$ cat src/rtl/jt053246_draw_pkg.sv
// Shared types and constants for the 053246 sprite tile-row draw engine.
package jt053246_draw_pkg;

  localparam int unsigned CODE_W = 16;
  localparam int unsigned ATTR_W = 10;
  localparam int unsigned SHD_W  = 2;
  localparam int unsigned YSUB_W = 4;
  localparam int unsigned HPOS_W = 9;
  localparam int unsigned ZOOM_W = 10;
  localparam int unsigned ROM_AW = 21;
  localparam int unsigned ROM_DW = 32;
  localparam int unsigned PIX_W  = 4;
  localparam int unsigned NPIX   = 16;
  localparam int unsigned SRC_W  = 4;
  localparam int unsigned BUF_DW = 16;
  localparam int unsigned ACC_W  = 11;

  localparam logic [ZOOM_W-1:0] ZOOM_ONE = 10'h40;
  localparam logic [ZOOM_W-1:0] ZOOM_MIN = 10'h8;

  typedef enum logic [1:0] {
    IDLE   = 2'd0,
    FETCH0 = 2'd1,
    FETCH1 = 2'd2,
    DRAW   = 2'd3
  } state_e;

  typedef struct packed {
    logic [SHD_W-1:0]  shd;
    logic [ATTR_W-1:0] attr;
    logic [PIX_W-1:0]  pix;
  } buf_data_t;

  // Very small steps would stretch a tile past any useful width.
  function automatic logic [ZOOM_W-1:0] zoom_eff(input logic [ZOOM_W-1:0] hz);
    return (hz < ZOOM_MIN) ? ZOOM_MIN : hz;
  endfunction

endpackage

$ cat src/rtl/jt053246_draw_if.sv
// Scanner, object ROM and line-buffer signals of the draw engine.
interface jt053246_draw_if
  import jt053246_draw_pkg::*;
#(
  parameter int unsigned AW = 9
);
  logic                start;
  logic [CODE_W-1:0]   code;
  logic [ATTR_W-1:0]   attr;
  logic [SHD_W-1:0]    shd;
  logic                hflip;
  logic                vflip;
  logic [YSUB_W-1:0]   ysub;
  logic [HPOS_W-1:0]   hpos;
  logic [ZOOM_W-1:0]   hzoom;
  logic                hz_keep;
  logic                busy;
  logic [ROM_AW-1:0]   rom_addr;
  logic                rom_cs;
  logic                rom_ok;
  logic [ROM_DW-1:0]   rom_data;
  logic [AW-1:0]       buf_addr;
  logic [BUF_DW-1:0]   buf_data;
  logic                buf_we;

  modport master (
    output start, code, attr, shd, hflip, vflip, ysub, hpos, hzoom, hz_keep,
    output rom_ok, rom_data,
    input  busy, rom_addr, rom_cs, buf_addr, buf_data, buf_we
  );

  modport slave (
    input  start, code, attr, shd, hflip, vflip, ysub, hpos, hzoom, hz_keep,
    input  rom_ok, rom_data,
    output busy, rom_addr, rom_cs, buf_addr, buf_data, buf_we
  );
endinterface

$ cat src/rtl/jt053246_draw_zoom.sv
// Horizontal zoom phase accumulator, output position and end-of-tile detection.
// JT053246_DRAW_ZOOM_EN enables variable zoom and cross-tile phase continuation.
module jt053246_draw_zoom
  import jt053246_draw_pkg::*;
#(
  parameter int unsigned AW    = 9,
  parameter int unsigned MAXPX = 128
) (
  input  logic              clk,
  input  logic              rst_n,
  input  logic              cen,
  input  logic              load,
  input  logic              keep,
  input  logic [AW-1:0]     hpos,
  input  logic [ZOOM_W-1:0] hzoom,
  input  logic              step,
  output logic [SRC_W-1:0]  src_idx,
  output logic [AW-1:0]     pos,
  output logic              end_c
);
  localparam int unsigned CNT_W = $clog2(MAXPX + 1);

  logic [ACC_W-1:0]  acc_q, acc_d, acc_next_c;
  logic [AW-1:0]     pos_q, pos_d;
  logic [CNT_W-1:0]  cnt_q, cnt_d;
  logic [ZOOM_W-1:0] zeff_c;
  logic              ovf_c, cap_c;

`ifdef JT053246_DRAW_ZOOM_EN
  logic [ZOOM_W-1:0] hzoom_q, hzoom_d;
  logic [ZOOM_W-1:0] res_q, res_d;
  logic [AW-1:0]     npos_q, npos_d;
`else
  logic              unused_c;
  assign unused_c = ^{hzoom, keep};
`endif

  always_comb begin
    acc_d  = acc_q;
    pos_d  = pos_q;
    cnt_d  = cnt_q;
`ifdef JT053246_DRAW_ZOOM_EN
    hzoom_d = hzoom_q;
    res_d   = res_q;
    npos_d  = npos_q;
    zeff_c  = zoom_eff(hzoom_q);
`else
    zeff_c  = ZOOM_ONE;
`endif
    acc_next_c = acc_q + ACC_W'(zeff_c);
    ovf_c      = acc_next_c[ACC_W-1];
    cap_c      = (cnt_q == CNT_W'(MAXPX - 1));
    end_c      = ovf_c | cap_c;

    if (load) begin
      cnt_d = '0;
`ifdef JT053246_DRAW_ZOOM_EN
      hzoom_d = hzoom;
      if (keep) begin
        acc_d = {1'b0, res_q};
        pos_d = npos_q;
      end else begin
        acc_d = '0;
        pos_d = hpos;
      end
`else
      acc_d = '0;
      pos_d = hpos;
`endif
    end else if (step) begin
      acc_d = acc_next_c;
      pos_d = pos_q + AW'(1);
      cnt_d = cnt_q + CNT_W'(1);
`ifdef JT053246_DRAW_ZOOM_EN
      // A tile cut short by the pixel cap leaves no usable phase.
      if (end_c) begin
        res_d  = ovf_c ? acc_next_c[ZOOM_W-1:0] : '0;
        npos_d = pos_q + AW'(1);
      end
`endif
    end
  end

  always_ff @(posedge clk or negedge rst_n) begin
    if (!rst_n) begin
      acc_q   <= '0;
      pos_q   <= '0;
      cnt_q   <= '0;
`ifdef JT053246_DRAW_ZOOM_EN
      hzoom_q <= '0;
      res_q   <= '0;
      npos_q  <= '0;
`endif
    end else if (cen) begin
      acc_q   <= acc_d;
      pos_q   <= pos_d;
      cnt_q   <= cnt_d;
`ifdef JT053246_DRAW_ZOOM_EN
      hzoom_q <= hzoom_d;
      res_q   <= res_d;
      npos_q  <= npos_d;
`endif
    end
  end

  assign src_idx = acc_q[ZOOM_W-1:ZOOM_W-SRC_W];
  assign pos     = pos_q;

endmodule

$ cat src/rtl/jt053246_draw.sv
// 053246 sprite draw engine: fetches one 16-pixel tile row and writes it to the line buffer.
// Build with JT053246_DRAW_ZOOM_EN for horizontal zoom support.
module jt053246_draw
  import jt053246_draw_pkg::*;
#(
  parameter int unsigned AW    = 9,
  parameter int unsigned MAXPX = 128
) (
  input  logic           clk,
  input  logic           rst_n,
  input  logic           cen,
  jt053246_draw_if.slave bus
);
  state_e                     state_q, state_d;
  logic                       busy_q, busy_d;
  logic                       rom_cs_q, rom_cs_d;
  logic                       guard_q, guard_d;
  logic                       hflip_q, hflip_d;
  logic                       buf_we_q, buf_we_d;
  logic [ROM_AW-1:0]          rom_addr_q, rom_addr_d;
  logic [NPIX-1:0][PIX_W-1:0] pix_q, pix_d;
  logic [ATTR_W-1:0]          attr_q, attr_d;
  logic [SHD_W-1:0]           shd_q, shd_d;
  logic [AW-1:0]              buf_addr_q, buf_addr_d;
  buf_data_t                  buf_data_q, buf_data_d;

  logic                       load_c, step_c, end_c, ok_c;
  logic [SRC_W-1:0]           src_idx, src_c;
  logic [PIX_W-1:0]           pix_c;
  logic [AW-1:0]              pos;

  assign load_c = (state_q == IDLE) & bus.start;
  assign step_c = (state_q == DRAW);
  // The ROM may still present the previous request's ok right after an address change.
  assign ok_c   = bus.rom_ok & ~guard_q;
  assign src_c  = src_idx ^ {SRC_W{hflip_q}};
  assign pix_c  = pix_q[src_c];

  jt053246_draw_zoom #(
    .AW    (AW),
    .MAXPX (MAXPX)
  ) u_zoom (
    .clk     (clk),
    .rst_n   (rst_n),
    .cen     (cen),
    .load    (load_c),
    .keep    (bus.hz_keep),
    .hpos    (AW'(bus.hpos)),
    .hzoom   (bus.hzoom),
    .step    (step_c),
    .src_idx (src_idx),
    .pos     (pos),
    .end_c   (end_c)
  );

  always_comb begin
    state_d    = state_q;
    busy_d     = busy_q;
    rom_cs_d   = rom_cs_q;
    guard_d    = 1'b0;
    hflip_d    = hflip_q;
    buf_we_d   = 1'b0;
    rom_addr_d = rom_addr_q;
    pix_d      = pix_q;
    attr_d     = attr_q;
    shd_d      = shd_q;
    buf_addr_d = buf_addr_q;
    buf_data_d = buf_data_q;

    case (state_q)
      IDLE: begin
        if (bus.start) begin
          attr_d     = bus.attr;
          shd_d      = bus.shd;
          hflip_d    = bus.hflip;
          rom_addr_d = {bus.code, bus.ysub ^ {YSUB_W{bus.vflip}}, 1'b0};
          rom_cs_d   = 1'b1;
          busy_d     = 1'b1;
          guard_d    = 1'b1;
          state_d    = FETCH0;
        end
      end
      FETCH0: begin
        if (ok_c) begin
          for (int i = 0; i < 8; i++) begin
            pix_d[i] = bus.rom_data[(7 - i) * PIX_W +: PIX_W];
          end
          rom_addr_d[0] = 1'b1;
          guard_d       = 1'b1;
          state_d       = FETCH1;
        end
      end
      FETCH1: begin
        if (ok_c) begin
          for (int i = 0; i < 8; i++) begin
            pix_d[8 + i] = bus.rom_data[(7 - i) * PIX_W +: PIX_W];
          end
          rom_cs_d = 1'b0;
          state_d  = DRAW;
        end
      end
      DRAW: begin
        buf_we_d   = (pix_c != '0);
        buf_addr_d = pos;
        buf_data_d = '{shd: shd_q, attr: attr_q, pix: pix_c};
        if (end_c) begin
          busy_d  = 1'b0;
          state_d = IDLE;
        end
      end
      default: begin
        state_d = IDLE;
      end
    endcase
  end

  always_ff @(posedge clk or negedge rst_n) begin
    if (!rst_n) begin
      state_q    <= IDLE;
      busy_q     <= 1'b0;
      rom_cs_q   <= 1'b0;
      guard_q    <= 1'b0;
      hflip_q    <= 1'b0;
      buf_we_q   <= 1'b0;
      rom_addr_q <= '0;
      pix_q      <= '0;
      attr_q     <= '0;
      shd_q      <= '0;
      buf_addr_q <= '0;
      buf_data_q <= '0;
    end else if (cen) begin
      state_q    <= state_d;
      busy_q     <= busy_d;
      rom_cs_q   <= rom_cs_d;
      guard_q    <= guard_d;
      hflip_q    <= hflip_d;
      buf_we_q   <= buf_we_d;
      rom_addr_q <= rom_addr_d;
      pix_q      <= pix_d;
      attr_q     <= attr_d;
      shd_q      <= shd_d;
      buf_addr_q <= buf_addr_d;
      buf_data_q <= buf_data_d;
    end
  end

  assign bus.busy     = busy_q;
  assign bus.rom_cs   = rom_cs_q;
  assign bus.rom_addr = rom_addr_q;
  assign bus.buf_we   = buf_we_q;
  assign bus.buf_addr = buf_addr_q;
  assign bus.buf_data = BUF_DW'(buf_data_q);

endmodule
$ cat src/flat_wrapper.sv
// flat-port wrapper written by rule: the top's interface ports become plain ports
module jt053246_draw_flat import jt053246_draw_pkg::*;
#(
  parameter int unsigned AW    = 9,
  parameter int unsigned MAXPX = 128
)
  (clk, rst_n, cen, bus_start, bus_code, bus_attr, bus_shd, bus_hflip, bus_vflip, bus_ysub, bus_hpos, bus_hzoom, bus_hz_keep, bus_rom_ok, bus_rom_data, bus_busy, bus_rom_addr, bus_rom_cs, bus_buf_addr, bus_buf_data, bus_buf_we);
  jt053246_draw_if #(.AW(AW)) bus_i ();
  input  logic clk;
  input  logic rst_n;
  input  logic cen;
  input wire logic [$bits(bus_i.start)-1:0] bus_start;
  input wire logic [$bits(bus_i.code)-1:0] bus_code;
  input wire logic [$bits(bus_i.attr)-1:0] bus_attr;
  input wire logic [$bits(bus_i.shd)-1:0] bus_shd;
  input wire logic [$bits(bus_i.hflip)-1:0] bus_hflip;
  input wire logic [$bits(bus_i.vflip)-1:0] bus_vflip;
  input wire logic [$bits(bus_i.ysub)-1:0] bus_ysub;
  input wire logic [$bits(bus_i.hpos)-1:0] bus_hpos;
  input wire logic [$bits(bus_i.hzoom)-1:0] bus_hzoom;
  input wire logic [$bits(bus_i.hz_keep)-1:0] bus_hz_keep;
  input wire logic [$bits(bus_i.rom_ok)-1:0] bus_rom_ok;
  input wire logic [$bits(bus_i.rom_data)-1:0] bus_rom_data;
  output wire logic [$bits(bus_i.busy)-1:0] bus_busy;
  output wire logic [$bits(bus_i.rom_addr)-1:0] bus_rom_addr;
  output wire logic [$bits(bus_i.rom_cs)-1:0] bus_rom_cs;
  output wire logic [$bits(bus_i.buf_addr)-1:0] bus_buf_addr;
  output wire logic [$bits(bus_i.buf_data)-1:0] bus_buf_data;
  output wire logic [$bits(bus_i.buf_we)-1:0] bus_buf_we;
  assign bus_i.start = bus_start;
  assign bus_i.code = bus_code;
  assign bus_i.attr = bus_attr;
  assign bus_i.shd = bus_shd;
  assign bus_i.hflip = bus_hflip;
  assign bus_i.vflip = bus_vflip;
  assign bus_i.ysub = bus_ysub;
  assign bus_i.hpos = bus_hpos;
  assign bus_i.hzoom = bus_hzoom;
  assign bus_i.hz_keep = bus_hz_keep;
  assign bus_i.rom_ok = bus_rom_ok;
  assign bus_i.rom_data = bus_rom_data;
  assign bus_busy = bus_i.busy;
  assign bus_rom_addr = bus_i.rom_addr;
  assign bus_rom_cs = bus_i.rom_cs;
  assign bus_buf_addr = bus_i.buf_addr;
  assign bus_buf_data = bus_i.buf_data;
  assign bus_buf_we = bus_i.buf_we;
  jt053246_draw #(.AW(AW), .MAXPX(MAXPX)) u_core (.clk(clk), .rst_n(rst_n), .cen(cen), .bus(bus_i));
endmodule
$ cat config.mk
export PLATFORM = sky130hd
export DESIGN_NAME = jt053246_draw_flat
export DESIGN_NICKNAME = d
export VERILOG_FILES = /design/src/rtl/jt053246_draw_pkg.sv /design/src/rtl/jt053246_draw_if.sv /design/src/rtl/jt053246_draw_zoom.sv /design/src/rtl/jt053246_draw.sv /design/src/flat_wrapper.sv
export SDC_FILE = /design/constraint.sdc
export NUM_CORES = 1
export LEC_CHECK = 0
export BUFFER_PORTS_ARGS = -buffer_cell sky130_fd_sc_hd__buf_2
export CORE_ASPECT_RATIO = 1.25
export CORE_UTILIZATION = 40
export CTS_BUF_LIST = sky130_fd_sc_hd__clkbuf_16
export DETAILED_ROUTE_END_ITERATION = 10
export PLACE_DENSITY_LB_ADDON = 0.05
export SLEW_MARGIN = 0
export SYNTH_ARGS = -nofsm -noshare
export SYNTH_HDL_FRONTEND = slang
export SYNTH_HIERARCHICAL = 1
export SYNTH_SLANG_ARGS = --single-unit
$ cat constraint.sdc
create_clock -name clk -period 6.6 [get_ports clk]
set_clock_uncertainty 0.2 [all_clocks]
set_input_delay 0.99 -clock clk [delete_from_list [all_inputs] [get_ports clk]]
set_output_delay 0.99 -clock clk [all_outputs]
set_load 0.05 [all_outputs]
Word-level counts from Yosys, hierarchy flattened:

Index checks and enable logic that the tools add are counted.

* register bits: 157
* input bits: 91
* output and inout bits: 49
* word-level logic and storage cells: 91

* add/subtract/negate cells: 3
* $lt $le $gt $ge: 1
* equality and inequality tests: 8
* muxes and demuxes: 25
* bitwise operators: 6
* reductions and logical operators: 15

Operators with widths (count)
* two-way mux 11 bit: 2
* two-way mux 9 bit: 2
* binary-select mux 4 bit (select 4 bit): 1
* two-way mux 8 bit: 2
* AND reduction 4 bit: 3
* adder 11 x 7 -> 11 bit, second input constant: 1
* adder 9 x 1 -> 9 bit, second input constant: 1
* AND reduction 3 bit: 3
* adder 8 x 1 -> 8 bit, second input constant: 1
* == test 8 x 7 -> 1 bit, second input constant: 1
* two-way mux 1 bit: 8
* two-way mux 2 bit: 4
* case mux 1 bit (2 select lines): 4
* case mux 2 bit (4 select lines): 1
* nonzero test 2 bit: 4
* XOR 4 bit: 2
* less-than comparator 4 x 5 -> 1 bit, second input constant: 1
* AND reduction 5 bit: 1
* == test 2 bit, second input constant: 2
* two-way mux 4 bit: 1
* != test 2 x 1 -> 1 bit, second input constant: 2
* != test 2 bit, second input constant: 2
* AND reduction 2 bit: 2
* nonzero test 4 bit: 1
* 5 further kinds: 6

Logic depth before layout (Yosys ltp):

Gate-level depths: netlist of run 1.

* depth in word-level cells: 5
* gate-level depth with buffers: 10
* mapped depth without buffers: 7

By module:

The synthesis of run 1 kept the hierarchy.

Modules (own cells, without submodules)
* jt053246_draw: times used 1, cells each 467, area an instance 6277.3 µm², sequential area each 3228.1 µm²
* jt053246_draw_zoom: times used 1, cells each 128, area an instance 1208.7 µm², sequential area each 550.5 µm²

Worst setup path before layout of run 1:

OpenSTA, ideal clock, no wires.

* path type: input port to flip-flop
* start: input cen
* end: register u_core.attr_q[0]
* setup time: 0.125 ns
* arrival: 2.158 ns
* required time: 6.275 ns
* path slack: 4.117 ns
* cell stages on the path: 5
* path buffers: 3
* path through: clkbuf_1 -> nand2_1 -> buf_2 -> buf_1 -> mux2_2

* cells in the longest elaborated chain, start to end: 1

Ends and longest elaborated chain
* start, declared: RTL line flat_wrapper.sv:11 `input logic cen;`
* AND reduction 3 bit (no line)
* end signal, assigned: RTL line jt053246_draw.sv:140 `attr_q <= attr_d;`
* end, declared: RTL line jt053246_draw.sv:22 `logic [ATTR_W-1:0] attr_q, attr_d;`

Every way passes these cells.
A chain may end at the register's enable or synchronous reset.

Worst setup path in the final report of run 1:

* start: register u_core.u_zoom.acc_q[7]
* end: register u_core.buf_we_q, in the netlist u_core/bus.buf_we

* cells in the longest elaborated chain, start to end: 5

Ends and longest elaborated chain
* start, declared: RTL line jt053246_draw_zoom.sv:23 `logic [ACC_W-1:0] acc_q, acc_d, acc_next_c;`
* start signal, assigned: RTL line jt053246_draw_zoom.sv:86 `acc_q <= '0;`
* start signal, assigned: RTL line jt053246_draw_zoom.sv:95 `acc_q <= acc_d;`
* XOR 4 bit: RTL line jt053246_draw.sv:36 `assign src_c = src_idx ^ {SRC_W{hflip_q}};`
* binary-select mux 4 bit (select 4 bit): RTL line jt053246_draw.sv:37 `assign pix_c = pix_q[src_c];`
* two-way mux 4 bit (not written as such): RTL line jt053246_draw.sv:37
* nonzero test 4 bit: RTL line jt053246_draw.sv:103 `buf_we_d = (pix_c != '0);`
* two-way mux 1 bit: RTL line jt053246_draw.sv:70 `case (state_q)`
* end signal, assigned: RTL line jt053246_draw.sv:137 `buf_we_q <= buf_we_d;`
* end, declared: RTL line jt053246_draw.sv:19 `logic buf_we_q, buf_we_d;`

Every way passes these cells. The select of a mux whose other input is x is not followed.

==> flow_summary.html, run 1 <==
<table>
<tr><th>Metric</th><th>Value</th></tr>
<tr><th colspan="2">Routing</th></tr>
<tr><td>Average via count per standard cell</td><td>5.45</td></tr>
<tr><td>First DRT Iteration DRCs</td><td>255</td></tr>
<tr><td>Detail Route Antenna Nets</td><td>0</td></tr>
<tr><td>Detail Route met3 WL</td><td>629 µm</td></tr>
<tr><td>Vias</td><td>5192</td></tr>
<tr><td>Length of the first detailed-routing pass in iterations</td><td>4</td></tr>
<tr><td>Met2 layer wire length in the routed design</td><td>8580 µm</td></tr>
<tr><td>Drt drc</td><td>0</td></tr>
<tr><td>Met1 wire length</td><td>7240 µm</td></tr>
<tr><td>Routed wirelength normalized by instance count</td><td>17.7 µm</td></tr>
<tr><td>Routed wire length</td><td>16900 µm</td></tr>
<tr><td>Uppermost routed layer</td><td>met4</td></tr>
<tr><th colspan="2">STA</th></tr>
<tr><td>Hold Violations, Final</td><td>0</td></tr>
<tr><td>Final Critical Period</td><td>3040 ps</td></tr>
<tr><td>Final-report max-slew violation count</td><td>0</td></tr>
<tr><td>Worst slew margin relative to its limit</td><td>33.2%</td></tr>
<tr><td>Final TNS setup</td><td>0 ps</td></tr>
<tr><td>Fmax</td><td>0.329 GHz</td></tr>
<tr><td>Tcrit/Tclk final</td><td>46.0%</td></tr>
<tr><td>Measured slew at the worst slew-check pin</td><td>1000 ps</td></tr>
<tr><td>Setup repair after global routing missed its margin</td><td>no</td></tr>
<tr><td>Setup-violating endpoint count in the final report</td><td>0</td></tr>
<tr><th colspan="2">Worst setup path</th></tr>
<tr><td>Critical Path Start Type</td><td>flop</td></tr>
<tr><td>Logic depth of the worst register-to-register path</td><td>7</td></tr>
<tr><td>Largest driver fanout on the critical path</td><td>41</td></tr>
<tr><td>Path type of the worst setup path</td><td>reg -&gt; reg</td></tr>
<tr><td>Arrival @ worst endpoint</td><td>3120 ps</td></tr>
<tr><td>Worst setup EP type</td><td>flop</td></tr>
<tr><td>Critical path required time</td><td>6690 ps</td></tr>
<tr><th colspan="2">Yosys</th></tr>
<tr><td>Top cell type's share of synthesized area</td><td>50.5%</td></tr>
<tr><td>Syn nets</td><td>694</td></tr>
<tr><td>Count of unique library cells instantiated by Yosys</td><td>57</td></tr>
<tr><td>Synth top cells by count</td><td>sky130_fd_sc_hd__dfrtp_1 (151), sky130_fd_sc_hd__mux2_2 (118), sky130_fd_sc_hd__nand2_1 (37), sky130_fd_sc_hd__mux2i_1 (28), sky130_fd_sc_hd__o21ai_0 (21)</td></tr>
<tr><td>Number of synthesized register bits</td><td>151</td></tr>
<tr><td>Dominant combinational cell family by area after synthesis</td><td>multiplexers</td></tr>
<tr><td>Cell with the most instances after synthesis</td><td>sky130_fd_sc_hd__dfrtp_1</td></tr>
<tr><td>Top cell type by total area after synthesis</td><td>sky130_fd_sc_hd__dfrtp_1</td></tr>
<tr><td>Simple logic cell fraction of the synthesized area</td><td>9.71%</td></tr>
<tr><td>Synthesized instance count</td><td>595</td></tr>
<tr><td>Commonest register cell after synthesis</td><td>sky130_fd_sc_hd__dfrtp_1</td></tr>
<tr><td>Async set or reset register ratio after synthesis</td><td>100%</td></tr>
<tr><td>Count of flip-flops with a built-in enable after synthesis</td><td>0</td></tr>
<tr><td>Adder-cell share of the synthesized area</td><td>1.34%</td></tr>
<tr><td>Average cell area after synthesis</td><td>12.6 µm²</td></tr>
<tr><td>Post-Synth XOR/XNOR Area</td><td>1.52%</td></tr>
<tr><td>Number of synthesis warnings</td><td>6</td></tr>
<tr><td>Fraction of synthesized area in multiplexers</td><td>25.8%</td></tr>
<tr><td>Sequential-to-total area share from yosys stat</td><td>50.5%</td></tr>
<tr><td>Summed instance area of the synthesized netlist</td><td>7490 µm²</td></tr>
<tr><td>Leading cell types by total area after synthesis</td><td>sky130_fd_sc_hd__dfrtp_1 (50%), sky130_fd_sc_hd__mux2_2 (18%), sky130_fd_sc_hd__mux2i_1 (3.7%)</td></tr>
<tr><td>Fraction of the mapped netlist area in compound gates</td><td>7.34%</td></tr>
<tr><th colspan="2">Clock network</th></tr>
<tr><td>Clock buffers created by TritonCTS</td><td>17</td></tr>
<tr><td>Clock slew seen by the registers of the worst setup and hold paths</td><td>60 ps</td></tr>
<tr><td>Number of setup buffers added after CTS</td><td>0</td></tr>
<tr><td>Quantity of hold-fixing buffers added after cts</td><td>0</td></tr>
<tr><td>Worst-case clock buffer depth</td><td>2</td></tr>
<tr><td>Clock latency of the later-clocked register in the worst-skew pair</td><td>420 ps</td></tr>
<tr><td>CTS H-tree lvls</td><td>4</td></tr>
<tr><td>Clock net sink count</td><td>151</td></tr>
<tr><td>Clock tree from TritonCTS</td><td>done</td></tr>
<tr><td>Number of cells upsized or downsized after cts</td><td>0</td></tr>
<tr><td>Clock root buffer</td><td>sky130_fd_sc_hd__clkbuf_16</td></tr>
<tr><th colspan="2">Power and ir drop</th></tr>
<tr><td>Static Leakage</td><td>3.98 nW</td></tr>
<tr><td>Power dissipated by switching net loads</td><td>1.96 mW</td></tr>
<tr><td>Maximum ir drop on the vdd rail</td><td>0.240 mV</td></tr>
<tr><td>Clock network fraction of total power</td><td>20.9%</td></tr>
<tr><td>Reg power frac</td><td>36.0%</td></tr>
<tr><td>Share of total power in combinational logic</td><td>43.0%</td></tr>
<tr><td>Power after layout</td><td>4.76 mW</td></tr>
<tr><td>Switching Share</td><td>41.1%</td></tr>
<tr><td>Pwr per Cell Area</td><td>538 nW/µm²</td></tr>
<tr><td>Power Internal</td><td>2.80 mW</td></tr>
<tr><th colspan="2">Die</th></tr>
<tr><td>Die width</td><td>124 µm</td></tr>
<tr><td>Site Rows</td><td>55</td></tr>
<tr><td>Total die area</td><td>19300 µm²</td></tr>
<tr><td>I/O pin count</td><td>140</td></tr>
<tr><td>Die Span Y</td><td>155 µm</td></tr>
<tr><td>Starting utilization of the core area</td><td>41.0%</td></tr>
<tr><td>Placeable core region</td><td>18200 µm²</td></tr>
<tr><th colspan="2">Global routing</th></tr>
<tr><td>Largest net degree at the start of global routing</td><td>79</td></tr>
<tr><td>Gr ovfl total</td><td>0</td></tr>
<tr><td>Wire length of the first global-routing pass</td><td>28200 µm</td></tr>
<tr><td>Number of antenna violations at the first check in global routing</td><td>1</td></tr>
<tr><td>Number of global-route vias before repair</td><td>5288</td></tr>
<tr><td>Total Routing Usage GR</td><td>18.6%</td></tr>
<tr><th colspan="2">Place</th></tr>
<tr><td>Final estimated routing congestion in global placement</td><td>0.835</td></tr>
<tr><td>DP HPWL</td><td>11700 µm</td></tr>
<tr><td>I/O Buffers</td><td>128</td></tr>
<tr><th colspan="2">Min path</th></tr>
<tr><td>Hold Path Class</td><td>reg -&gt; reg</td></tr>
<tr><td>Hold Path Depth</td><td>2</td></tr>
<tr><th colspan="2">Run status</th></tr>
<tr><td>Outcome</td><td>completed</td></tr>
<tr><th colspan="2">Final layout</th></tr>
<tr><td>Final Net Count</td><td>809</td></tr>
<tr><td>P&amp;R area growth vs syn</td><td>18.2%</td></tr>
<tr><td>Post-Route Utilization</td><td>48.5%</td></tr>
<tr><td>Number of filler cells placed in the layout</td><td>1689</td></tr>
<tr><td>Share of cells above drive strength 1</td><td>42.3%</td></tr>
<tr><th colspan="2">Job</th></tr>
<tr><td>Max-cap viol count</td><td>0</td></tr>
</table>
-- final timing paths --
path	from	slack [ps]	to
hold / removal	u_core/bus.rom_addr[4]$_DFFE_PN0P_	280	u_core/bus.rom_addr[4]$_DFFE_PN0P_
setup / recovery	u_core/u_zoom/acc_q[7]$_DFFE_PN0P_	3560	u_core/bus.buf_we$_DFFE_PN0P_
max in group asynchronous	rst_n	4330	u_core/bus.rom_addr[10]$_DFFE_PN0P_
hold reg to reg	u_core/bus.rom_addr[4]$_DFFE_PN0P_	280	u_core/bus.rom_addr[4]$_DFFE_PN0P_
min in group asynchronous	rst_n	370	u_core/pix_q[10]$_DFFE_PN0P_
setup reg to reg	u_core/u_zoom/acc_q[7]$_DFFE_PN0P_	3560	u_core/bus.buf_we$_DFFE_PN0P_
-- layout by cell type (no fill, tap or decap), drive strengths merged, types with 8 or more instances in the layout --
cell type	count
dfrtp	151
buf	136
mux2	118
nand2	37
mux2i	28
o21ai	24
clkbuf	17
nand3	17
nor2	16
a21oi	15
inv	15
mux4	14
o22ai	10
xnor2	8
nor4b	8
nor4bb	8
ha	8
-- kinds of logic after synthesis --
logic type               Yosys count
adder cells (fa/ha/maj)            8
AO/OA/AOI/OAI                     82
buffers and inverters             53
flip-flops                       151
multiplexers                     160
AND/OR/NAND/NOR                  128
XOR/XNOR                          13
-- cell type report --
class	count	area [µm²]	share of cell area (%)
clock buffer	17	425	4.81
inverter	13	48.8	0.551
multi-input combinational	391	3420	38.7
antenna	1	2.50	0.0283
clock inverter	15	178	2.01
sequential	151	3780	42.7
timing repair buffer	136	707	7.99
tap	228	285	3.22
-- layer usage --
metal | vias up | GRT usage (%)
li1 | 2420 | -
met1 | 2615 | 23.2
met2 | 126 | 31.0
met3 | 31 | 3.99
met4 | 0 | 8.09
met5 | - | 0
-- power groups by stage --
stage	Combinational, mW	Clock [mW]	Sequential (mW)
after detailed placement	2.07	0	1.73
after global routing	2.21	1.06	1.79
after global placement	2.04	0	1.71
after floorplan	1.23	0	2.07
after CTS	2.07	1.03	1.72
final	2.05	0.997	1.72
-- worst max-delay path, cell delays in order, from the launching register on --
cell and delay (ps):
sky130_fd_sc_hd__dfrtp_2 940, sky130_fd_sc_hd__buf_4 490, sky130_fd_sc_hd__mux2i_1 240, sky130_fd_sc_hd__a221oi_1 100
sky130_fd_sc_hd__o21ai_0 200, sky130_fd_sc_hd__a31oi_1 100, sky130_fd_sc_hd__a2111oi_2 450, sky130_fd_sc_hd__a31oi_1 160
-- flip-flops by register name, indices dropped and copies added (netlist names) --
signal,cells
u_core/guard_q,1
u_core/hflip_q,1
u_core/bus.buf_data,16
u_core/u_zoom/acc_q,5
u_core/pix_q,64
u_core/state_q,2
u_core/bus.buf_we,1
u_core/shd_q,2
u_core/bus.rom_addr,21
u_core/bus.buf_addr,9
u_core/u_zoom/cnt_q,8
u_core/u_zoom/pos,9
u_core/attr_q,10
u_core/bus.rom_cs,1
u_core/bus.busy,1
-- per-stage QoR --
step	cell area (µm²)	setup slack, ps	instances	hold slack (ps)
floorplan	7490	4120	595	269
global route	8850	3290	952	319
CTS	8850	3540	951	290
detailed placement	8240	3580	919	276
global placement	8240	3620	919	263
finish	8850	3560	952	282
Note: power is estimated with default switching activity, not from simulation.
==> inputs of run 2 (changes only) <==
- ABC_AREA: default -> 1
- clock period: 6.6 -> 2.7 ns (I/O delays scaled with it)
==> flow_summary.html, run 2 <==
<table>
<tr><th>Metric</th><th>Value</th></tr>
<tr><th colspan="2">STA</th></tr>
<tr><td>Measured slew at the worst slew-check pin</td><td>694 ps</td></tr>
<tr><td>Worst slew margin relative to its limit</td><td>53.7%</td></tr>
<tr><td>Hold Violations, Final</td><td>0</td></tr>
<tr><td>Final Worst Setup Slack</td><td>327 ps</td></tr>
<tr><td>Final TNS setup</td><td>0 ps</td></tr>
<tr><td>Tcrit/Tclk final</td><td>87.9%</td></tr>
<tr><td>Setup repair after global routing missed its margin</td><td>no</td></tr>
<tr><td>Final Critical Period</td><td>2370 ps</td></tr>
<tr><td>Fmax</td><td>0.421 GHz</td></tr>
<tr><td>Setup-violating endpoint count in the final report</td><td>0</td></tr>
<tr><td>Final-report max-slew violation count</td><td>0</td></tr>
<tr><th colspan="2">Yosys</th></tr>
<tr><td>Leading cell types by total area after synthesis</td><td>sky130_fd_sc_hd__dfrtp_1 (53%), sky130_fd_sc_hd__nand2_1 (16%), sky130_fd_sc_hd__o21ai_0 (7.1%)</td></tr>
<tr><td>Top cell type's share of synthesized area</td><td>52.9%</td></tr>
<tr><td>Synthesized instance count</td><td>886</td></tr>
<tr><td>Summed instance area of the synthesized netlist</td><td>7140 µm²</td></tr>
<tr><td>Syn nets</td><td>985</td></tr>
<tr><td>Number of synthesized register bits</td><td>151</td></tr>
<tr><td>Top cell type by total area after synthesis</td><td>sky130_fd_sc_hd__dfrtp_1</td></tr>
<tr><td>Count of flip-flops with a built-in enable after synthesis</td><td>0</td></tr>
<tr><td>Number of synthesis warnings</td><td>6</td></tr>
<tr><td>Async set or reset register ratio after synthesis</td><td>100%</td></tr>
<tr><td>Count of unique library cells instantiated by Yosys</td><td>31</td></tr>
<tr><td>Sequential-to-total area share from yosys stat</td><td>52.9%</td></tr>
<tr><td>Cell with the most instances after synthesis</td><td>sky130_fd_sc_hd__nand2_1</td></tr>
<tr><td>Average cell area after synthesis</td><td>8.06 µm²</td></tr>
<tr><td>Commonest register cell after synthesis</td><td>sky130_fd_sc_hd__dfrtp_1</td></tr>
<tr><td>Synth top cells by count</td><td>sky130_fd_sc_hd__nand2_1 (296), sky130_fd_sc_hd__dfrtp_1 (151), sky130_fd_sc_hd__inv_1 (127), sky130_fd_sc_hd__o21ai_0 (101), sky130_fd_sc_hd__nand3_1 (79)</td></tr>
<tr><th colspan="2">Power and ir drop</th></tr>
<tr><td>Maximum ir drop on the vdd rail</td><td>0.676 mV</td></tr>
<tr><td>Clock network fraction of total power</td><td>22.0%</td></tr>
<tr><td>Share of total power in combinational logic</td><td>44.7%</td></tr>
<tr><td>Power Internal</td><td>6.77 mW</td></tr>
<tr><td>Power dissipated by switching net loads</td><td>5.34 mW</td></tr>
<tr><td>Static Leakage</td><td>4.79 nW</td></tr>
<tr><td>Pwr per Cell Area</td><td>1350 nW/µm²</td></tr>
<tr><td>Reg power frac</td><td>33.4%</td></tr>
<tr><td>Switching Share</td><td>44.1%</td></tr>
<tr><th colspan="2">Run status</th></tr>
<tr><td>Outcome</td><td>completed</td></tr>
<tr><th colspan="2">Final layout</th></tr>
<tr><td>Final Net Count</td><td>1138</td></tr>
<tr><td>Commonest non-fill, non-tap cell in the layout</td><td>sky130_fd_sc_hd__nand2_1</td></tr>
<tr><td>Commonest cells after routing, fill and taps aside</td><td>sky130_fd_sc_hd__nand2_1 (296), sky130_fd_sc_hd__dfrtp_1 (151), sky130_fd_sc_hd__inv_1 (129), sky130_fd_sc_hd__buf_2 (127), sky130_fd_sc_hd__o21ai_0 (101)</td></tr>
<tr><td>Number of flip-flops in the largest register</td><td>64</td></tr>
<tr><td>Number of filler cells placed in the layout</td><td>1745</td></tr>
<tr><td>Non-filler instance count after layout</td><td>1276</td></tr>
<tr><td>P&amp;R area growth vs syn</td><td>25.6%</td></tr>
<tr><td>Share of cells above drive strength 1</td><td>18.1%</td></tr>
<tr><td>Ant. Diodes</td><td>0</td></tr>
<tr><td>Register with the most flip-flops</td><td>u_core/pix_q</td></tr>
<tr><th colspan="2">Clock network</th></tr>
<tr><td>Clock latency of the later-clocked register in the worst-skew pair</td><td>420 ps</td></tr>
<tr><td>Clock net sink count</td><td>151</td></tr>
<tr><td>Clock buffers created by TritonCTS</td><td>17</td></tr>
<tr><td>Worst-case clock buffer depth</td><td>2</td></tr>
<tr><td>Number of cells upsized or downsized after cts</td><td>0</td></tr>
<tr><td>Clock root buffer</td><td>sky130_fd_sc_hd__clkbuf_16</td></tr>
<tr><td>Clock slew seen by the registers of the worst setup and hold paths</td><td>60 ps</td></tr>
<tr><td>CTS H-tree lvls</td><td>4</td></tr>
<tr><td>Clock tree from TritonCTS</td><td>done</td></tr>
<tr><th colspan="2">Global routing</th></tr>
<tr><td>Number of antenna violations at the first check in global routing</td><td>0</td></tr>
<tr><td>Total Routing Usage GR</td><td>19.2%</td></tr>
<tr><td>Number of global-route vias before repair</td><td>5570</td></tr>
<tr><td>Wire length of the first global-routing pass</td><td>27300 µm</td></tr>
<tr><td>Gr ovfl total</td><td>0</td></tr>
<tr><td>Largest net degree at the start of global routing</td><td>66</td></tr>
<tr><th colspan="2">Routing</th></tr>
<tr><td>Length of the first detailed-routing pass in iterations</td><td>5</td></tr>
<tr><td>Drt drc</td><td>0</td></tr>
<tr><td>Routed wire length</td><td>16400 µm</td></tr>
<tr><td>Average via count per standard cell</td><td>4.54</td></tr>
<tr><td>Detail Route Antenna Nets</td><td>0</td></tr>
<tr><td>Vias</td><td>5792</td></tr>
<tr><td>First DRT Iteration DRCs</td><td>340</td></tr>
<tr><td>Routed wirelength normalized by instance count</td><td>12.9 µm</td></tr>
<tr><th colspan="2">Place</th></tr>
<tr><td>Place WS</td><td>277 ps</td></tr>
<tr><td>DP HPWL</td><td>11200 µm</td></tr>
<tr><td>Final estimated routing congestion in global placement</td><td>0.773</td></tr>
<tr><td>I/O Buffers</td><td>128</td></tr>
<tr><td>Cell total after placement</td><td>1212</td></tr>
<tr><th colspan="2">Die</th></tr>
<tr><td>Site Rows</td><td>54</td></tr>
<tr><td>Die Span Y</td><td>151 µm</td></tr>
<tr><td>Die width</td><td>122 µm</td></tr>
<tr><td>Placeable core region</td><td>17500 µm²</td></tr>
<tr><td>Total die area</td><td>18400 µm²</td></tr>
<tr><td>I/O pin count</td><td>140</td></tr>
<tr><td>Starting utilization of the core area</td><td>40.8%</td></tr>
<tr><th colspan="2">Worst setup path</th></tr>
<tr><td>Critical path required time</td><td>2800 ps</td></tr>
<tr><td>Path type of the worst setup path</td><td>reg -&gt; reg</td></tr>
<tr><td>Largest driver fanout on the critical path</td><td>31</td></tr>
<tr><td>Worst setup EP type</td><td>flop</td></tr>
<tr><td>Arrival @ worst endpoint</td><td>2480 ps</td></tr>
<tr><td>R2R Setup Slk</td><td>330 ps</td></tr>
<tr><td>Critical Path Start Type</td><td>flop</td></tr>
<tr><th colspan="2">Job</th></tr>
<tr><td>Max-cap viol count</td><td>0</td></tr>
<tr><th colspan="2">Min path</th></tr>
<tr><td>Hold Path Class</td><td>in -&gt; reg</td></tr>
</table>
-- run 2: critical path, stage by stage (launching register included) --
cell and delay [ps]:
sky130_fd_sc_hd__dfrtp_1 770, sky130_fd_sc_hd__inv_4 90, sky130_fd_sc_hd__nand2_4 130, sky130_fd_sc_hd__nand2_4 210
sky130_fd_sc_hd__nand2_1 120, sky130_fd_sc_hd__nand3_1 80, sky130_fd_sc_hd__nand3_1 100, sky130_fd_sc_hd__nand3_1 80
sky130_fd_sc_hd__nand2_1 120, sky130_fd_sc_hd__inv_1 50, sky130_fd_sc_hd__nor2_1 70, sky130_fd_sc_hd__nand2_1 80
sky130_fd_sc_hd__nand2_1 80, sky130_fd_sc_hd__nand2_1 70
-- run 2: area by class of cell --
class	instances	area, µm²	share of cell area [%]
well taps	224	280	3.12
clock buffers	17	425	4.74
flip-flops and latches	151	3780	42.1
repair buffers	174	1110	12.4
multi-input cells	565	2660	29.6
clock inverters	15	234	2.61
inverters	130	490	5.46
-- run 2: final timing paths --
check,from,endpoint,cells after the start
setup / recovery,u_core/hflip_q$_DFFE_PN0P_,u_core/bus.buf_we$_DFFE_PN0P_,13
hold / removal,bus_attr[0],u_core/attr_q[0]$_DFFE_PN0P_,3
setup reg to reg,u_core/hflip_q$_DFFE_PN0P_,u_core/bus.buf_we$_DFFE_PN0P_,13
hold reg to reg,u_core/bus.rom_addr[10]$_DFFE_PN0P_,u_core/bus.rom_addr[10]$_DFFE_PN0P_,2
max in group asynchronous,rst_n,u_core/bus.buf_data[11]$_DFFE_PN0P_,3
min in group asynchronous,rst_n,u_core/pix_q[3]$_DFFE_PN0P_,2
-- run 2: metal layers --
metal | global-route usage, % | vias up | wire [µm]
met1 | 25.0 | 2654 | 7540
met2 | 31.7 | 79 | 8320
li1 | - | 3050 | -
met4 | 6.30 | 0 | 146
met3 | 3.77 | 9 | 421
met5 | 0 | - | 0
-- run 2: logic make-up after synthesis --
kind of cell | Yosys count | synth area share, %
AOI/OAI and AO/OA | 126 | 9.19
and+or+nand+nor | 419 | 24.2
xor gates and xnor gates | 12 | 2.10
DFF | 151 | 52.9
buffers and inverters | 170 | 10.2
adders and majority gates | 8 | 1.40
-- run 2: repair_timing --
action                                 CTS  global route
endpoints found under the hold margin   89             0
hold buffers                            32             0
buffers inserted                         0             0
-- run 2: stage by stage --
| stage | hold WS (ps) | instance area, µm² | power, mW | utilization, % |
|---|---|---|---|---|
| 2_1_floorplan | -90.6 | 7140 | 8.22 | - |
| 3_3_place_gp | 239 | 8000 | 9.44 | 45.7 |
| 3_5_place_dp | 238 | 8000 | 9.52 | 45.7 |
| 4_1_cts | 10.6 | 8970 | 12.3 | 51.3 |
| 5_1_grt | 14.9 | 8970 | 13.1 | 51.3 |
| 6_report | 27.1 | 8970 | 12.1 | 51.3 |
-- run 2: power groups by stage --
stage / Sequential, mW / Clock [mW] / Combinational [mW]
floorplan: 5.11 / 0 / 3.12
global placement: 4.07 / 0 / 5.38
detailed placement: 4.07 / 0 / 5.45
CTS: 4.05 / 2.72 / 5.49
global route: 4.19 / 2.82 / 6.11
finish: 4.04 / 2.66 / 5.41
==> inputs of run 3 (changes only) <==
- HOLD_SLACK_MARGIN: default -> 0.03
==> flow_summary.html, run 3 (same netlist as run 2, synthesis figures left out) <==
<table>
<tr><th>Metric</th><th>Value</th></tr>
<tr><th colspan="2">Power and ir drop</th></tr>
<tr><td>Pwr per Cell Area</td><td>1340 nW/µm²</td></tr>
<tr><td>Share of total power in combinational logic</td><td>44.7%</td></tr>
<tr><td>Power after layout</td><td>12.1 mW</td></tr>
<tr><td>Maximum ir drop on the vdd rail</td><td>0.677 mV</td></tr>
<tr><td>Power Internal</td><td>6.77 mW</td></tr>
<tr><td>Switching Share</td><td>44.1%</td></tr>
<tr><td>Clock network fraction of total power</td><td>22.0%</td></tr>
<tr><td>Reg power frac</td><td>33.3%</td></tr>
<tr><td>Power dissipated by switching net loads</td><td>5.35 mW</td></tr>
<tr><td>Static Leakage</td><td>4.81 nW</td></tr>
<tr><th colspan="2">Die</th></tr>
<tr><td>Die width</td><td>122 µm</td></tr>
<tr><td>Placeable core region</td><td>17500 µm²</td></tr>
<tr><td>I/O pin count</td><td>140</td></tr>
<tr><td>Site Rows</td><td>54</td></tr>
<tr><td>Total die area</td><td>18400 µm²</td></tr>
<tr><td>Starting utilization of the core area</td><td>40.8%</td></tr>
<tr><td>Die Span Y</td><td>151 µm</td></tr>
<tr><th colspan="2">STA</th></tr>
<tr><td>Setup repair after global routing missed its margin</td><td>no</td></tr>
<tr><td>Hold_ws</td><td>48.9 ps</td></tr>
<tr><td>Final TNS setup</td><td>0 ps</td></tr>
<tr><td>Worst slew margin relative to its limit</td><td>52.8%</td></tr>
<tr><td>Fmax</td><td>0.420 GHz</td></tr>
<tr><td>Hold Violations, Final</td><td>0</td></tr>
<tr><td>Tcrit/Tclk final</td><td>88.2%</td></tr>
<tr><td>Final-report max-slew violation count</td><td>0</td></tr>
<tr><td>Setup-violating endpoint count in the final report</td><td>0</td></tr>
<tr><td>Final Critical Period</td><td>2380 ps</td></tr>
<tr><td>Measured slew at the worst slew-check pin</td><td>707 ps</td></tr>
<tr><th colspan="2">Clock network</th></tr>
<tr><td>Clock latency of the later-clocked register in the worst-skew pair</td><td>430 ps</td></tr>
<tr><td>Clock net sink count</td><td>151</td></tr>
<tr><td>CTS H-tree lvls</td><td>4</td></tr>
<tr><td>Number of cells upsized or downsized after cts</td><td>0</td></tr>
<tr><td>Clock buffers created by TritonCTS</td><td>17</td></tr>
<tr><td>Clock slew seen by the registers of the worst setup and hold paths</td><td>60 ps</td></tr>
<tr><td>Clock tree from TritonCTS</td><td>done</td></tr>
<tr><td>Worst-case clock buffer depth</td><td>2</td></tr>
<tr><td>Clock root buffer</td><td>sky130_fd_sc_hd__clkbuf_16</td></tr>
<tr><th colspan="2">Global routing</th></tr>
<tr><td>Largest net degree at the start of global routing</td><td>66</td></tr>
<tr><td>Wire length of the first global-routing pass</td><td>27300 µm</td></tr>
<tr><td>Gr ovfl total</td><td>0</td></tr>
<tr><td>Number of antenna violations at the first check in global routing</td><td>0</td></tr>
<tr><td>Number of global-route vias before repair</td><td>5578</td></tr>
<tr><td>Total Routing Usage GR</td><td>19.2%</td></tr>
<tr><th colspan="2">Worst setup path</th></tr>
<tr><td>Arrival @ worst endpoint</td><td>2490 ps</td></tr>
<tr><td>Critical path required time</td><td>2810 ps</td></tr>
<tr><td>Worst setup EP type</td><td>flop</td></tr>
<tr><td>Critical Path Start Type</td><td>flop</td></tr>
<tr><td>Path type of the worst setup path</td><td>reg -&gt; reg</td></tr>
<tr><td>Largest driver fanout on the critical path</td><td>31</td></tr>
<tr><th colspan="2">Final layout</th></tr>
<tr><td>Share of cells above drive strength 1</td><td>18.0%</td></tr>
<tr><td>Storage cell area</td><td>3780 µm²</td></tr>
<tr><td>Number of flip-flops in the largest register</td><td>64</td></tr>
<tr><td>P&amp;R area growth vs syn</td><td>26.2%</td></tr>
<tr><td>Layout Cell Area excl Fill</td><td>9010 µm²</td></tr>
<tr><td>Register with the most flip-flops</td><td>u_core/pix_q</td></tr>
<tr><td>Final Net Count</td><td>1142</td></tr>
<tr><td>Ant. Diodes</td><td>0</td></tr>
<tr><td>Multi-input logic area</td><td>2660 µm²</td></tr>
<tr><td>Commonest non-fill, non-tap cell in the layout</td><td>sky130_fd_sc_hd__nand2_1</td></tr>
<tr><td>Commonest cells after routing, fill and taps aside</td><td>sky130_fd_sc_hd__nand2_1 (296), sky130_fd_sc_hd__dfrtp_1 (151), sky130_fd_sc_hd__inv_1 (129), sky130_fd_sc_hd__buf_2 (127), sky130_fd_sc_hd__o21ai_0 (101)</td></tr>
<tr><td>Number of filler cells placed in the layout</td><td>1741</td></tr>
<tr><td>Post-Route Utilization</td><td>51.5%</td></tr>
<tr><th colspan="2">Routing</th></tr>
<tr><td>Drt drc</td><td>0</td></tr>
<tr><td>Average via count per standard cell</td><td>4.53</td></tr>
<tr><td>Vias</td><td>5792</td></tr>
<tr><td>First DRT Iteration DRCs</td><td>354</td></tr>
<tr><td>Detail Route Antenna Nets</td><td>0</td></tr>
<tr><td>Length of the first detailed-routing pass in iterations</td><td>4</td></tr>
<tr><td>Routed wire length</td><td>16500 µm</td></tr>
<tr><td>Routed wirelength normalized by instance count</td><td>12.9 µm</td></tr>
<tr><th colspan="2">Place</th></tr>
<tr><td>DP HPWL</td><td>11200 µm</td></tr>
<tr><td>Post-detailed-placement cell area</td><td>8000 µm²</td></tr>
<tr><td>Final estimated routing congestion in global placement</td><td>0.773</td></tr>
<tr><td>I/O Buffers</td><td>128</td></tr>
<tr><th colspan="2">Min path</th></tr>
<tr><td>Hold Path Class</td><td>in -&gt; reg</td></tr>
<tr><th colspan="2">Run status</th></tr>
<tr><td>Outcome</td><td>completed</td></tr>
<tr><th colspan="2">Job</th></tr>
<tr><td>Max-cap viol count</td><td>0</td></tr>
</table>
[run 3: final cells by class]
type	count	area share, %
timing repair buffer	178	12.8
sequential	151	41.9
clock buffer	17	4.72
clock inverter	15	2.60
tap	224	3.11
inverter	130	5.44
multi-input combinational	565	29.5
[run 3: critical path, cell delays in order (launching register included)]
cell	delay, ps
sky130_fd_sc_hd__dfrtp_1	770
sky130_fd_sc_hd__inv_4	90
sky130_fd_sc_hd__nand2_4	140
sky130_fd_sc_hd__nand2_4	210
sky130_fd_sc_hd__nand2_1	120
sky130_fd_sc_hd__nand3_1	80
sky130_fd_sc_hd__nand3_1	100
sky130_fd_sc_hd__nand3_1	80
sky130_fd_sc_hd__nand2_1	120
sky130_fd_sc_hd__inv_1	50
sky130_fd_sc_hd__nor2_1	80
sky130_fd_sc_hd__nand2_1	80
sky130_fd_sc_hd__nand2_1	80
sky130_fd_sc_hd__nand2_1	70
[run 3: through the flow]
stage               cells  worst slack [ps]
floorplan             886               829
global placement     1212               293
global route         1280              25.5
CTS                  1280               263
finish               1280               320
detailed placement   1212               277
[run 3: repair_timing]
item	4_1_cts	5_1_grt
buffers inserted	0	0
hold buffers	36	0
endpoints found under the hold margin	93	0
setup endpoints to repair	0	0
[run 3: final timing paths]
kind | start | slack (ps) | endpoint | depth (start not counted)
worst max-delay path | u_core/hflip_q$_DFFE_PN0P_ | 320 | u_core/bus.buf_we$_DFFE_PN0P_ | 13
worst min-delay path | bus_hpos[7] | 50 | u_core/u_zoom/pos[7]$_DFFE_PN0P_ | 5
worst max register to register | u_core/hflip_q$_DFFE_PN0P_ | 320 | u_core/bus.buf_we$_DFFE_PN0P_ | 13
worst min register to register | u_core/bus.rom_addr[13]$_DFFE_PN0P_ | 260 | u_core/bus.rom_addr[13]$_DFFE_PN0P_ | 2
max in group asynchronous | rst_n | 1300 | u_core/bus.buf_data[11]$_DFFE_PN0P_ | 3
min in group asynchronous | rst_n | 340 | u_core/bus.rom_addr[6]$_DFFE_PN0P_ | 2
[run 3: power groups by stage]
| stage | Clock (mW) | Sequential (mW) | Combinational (mW) |
|---|---|---|---|
| 3_3_place_gp | 0 | 4.07 | 5.38 |
| 2_1_floorplan | 0 | 5.11 | 3.12 |
| 3_5_place_dp | 0 | 4.07 | 5.45 |
| 6_report | 2.66 | 4.04 | 5.42 |
| 5_1_grt | 2.82 | 4.19 | 6.11 |
| 4_1_cts | 2.72 | 4.05 | 5.50 |
[run 3: per-layer routing]
metal / up-vias / GRT usage [%] / routed length [µm]
met1: 2649 / 25.0 / 7580
met4: 0 / 6.30 / 120
met5: - / 0 / 0
met2: 78 / 31.8 / 8370
li1: 3055 / - / -
met3: 10 / 3.77 / 437
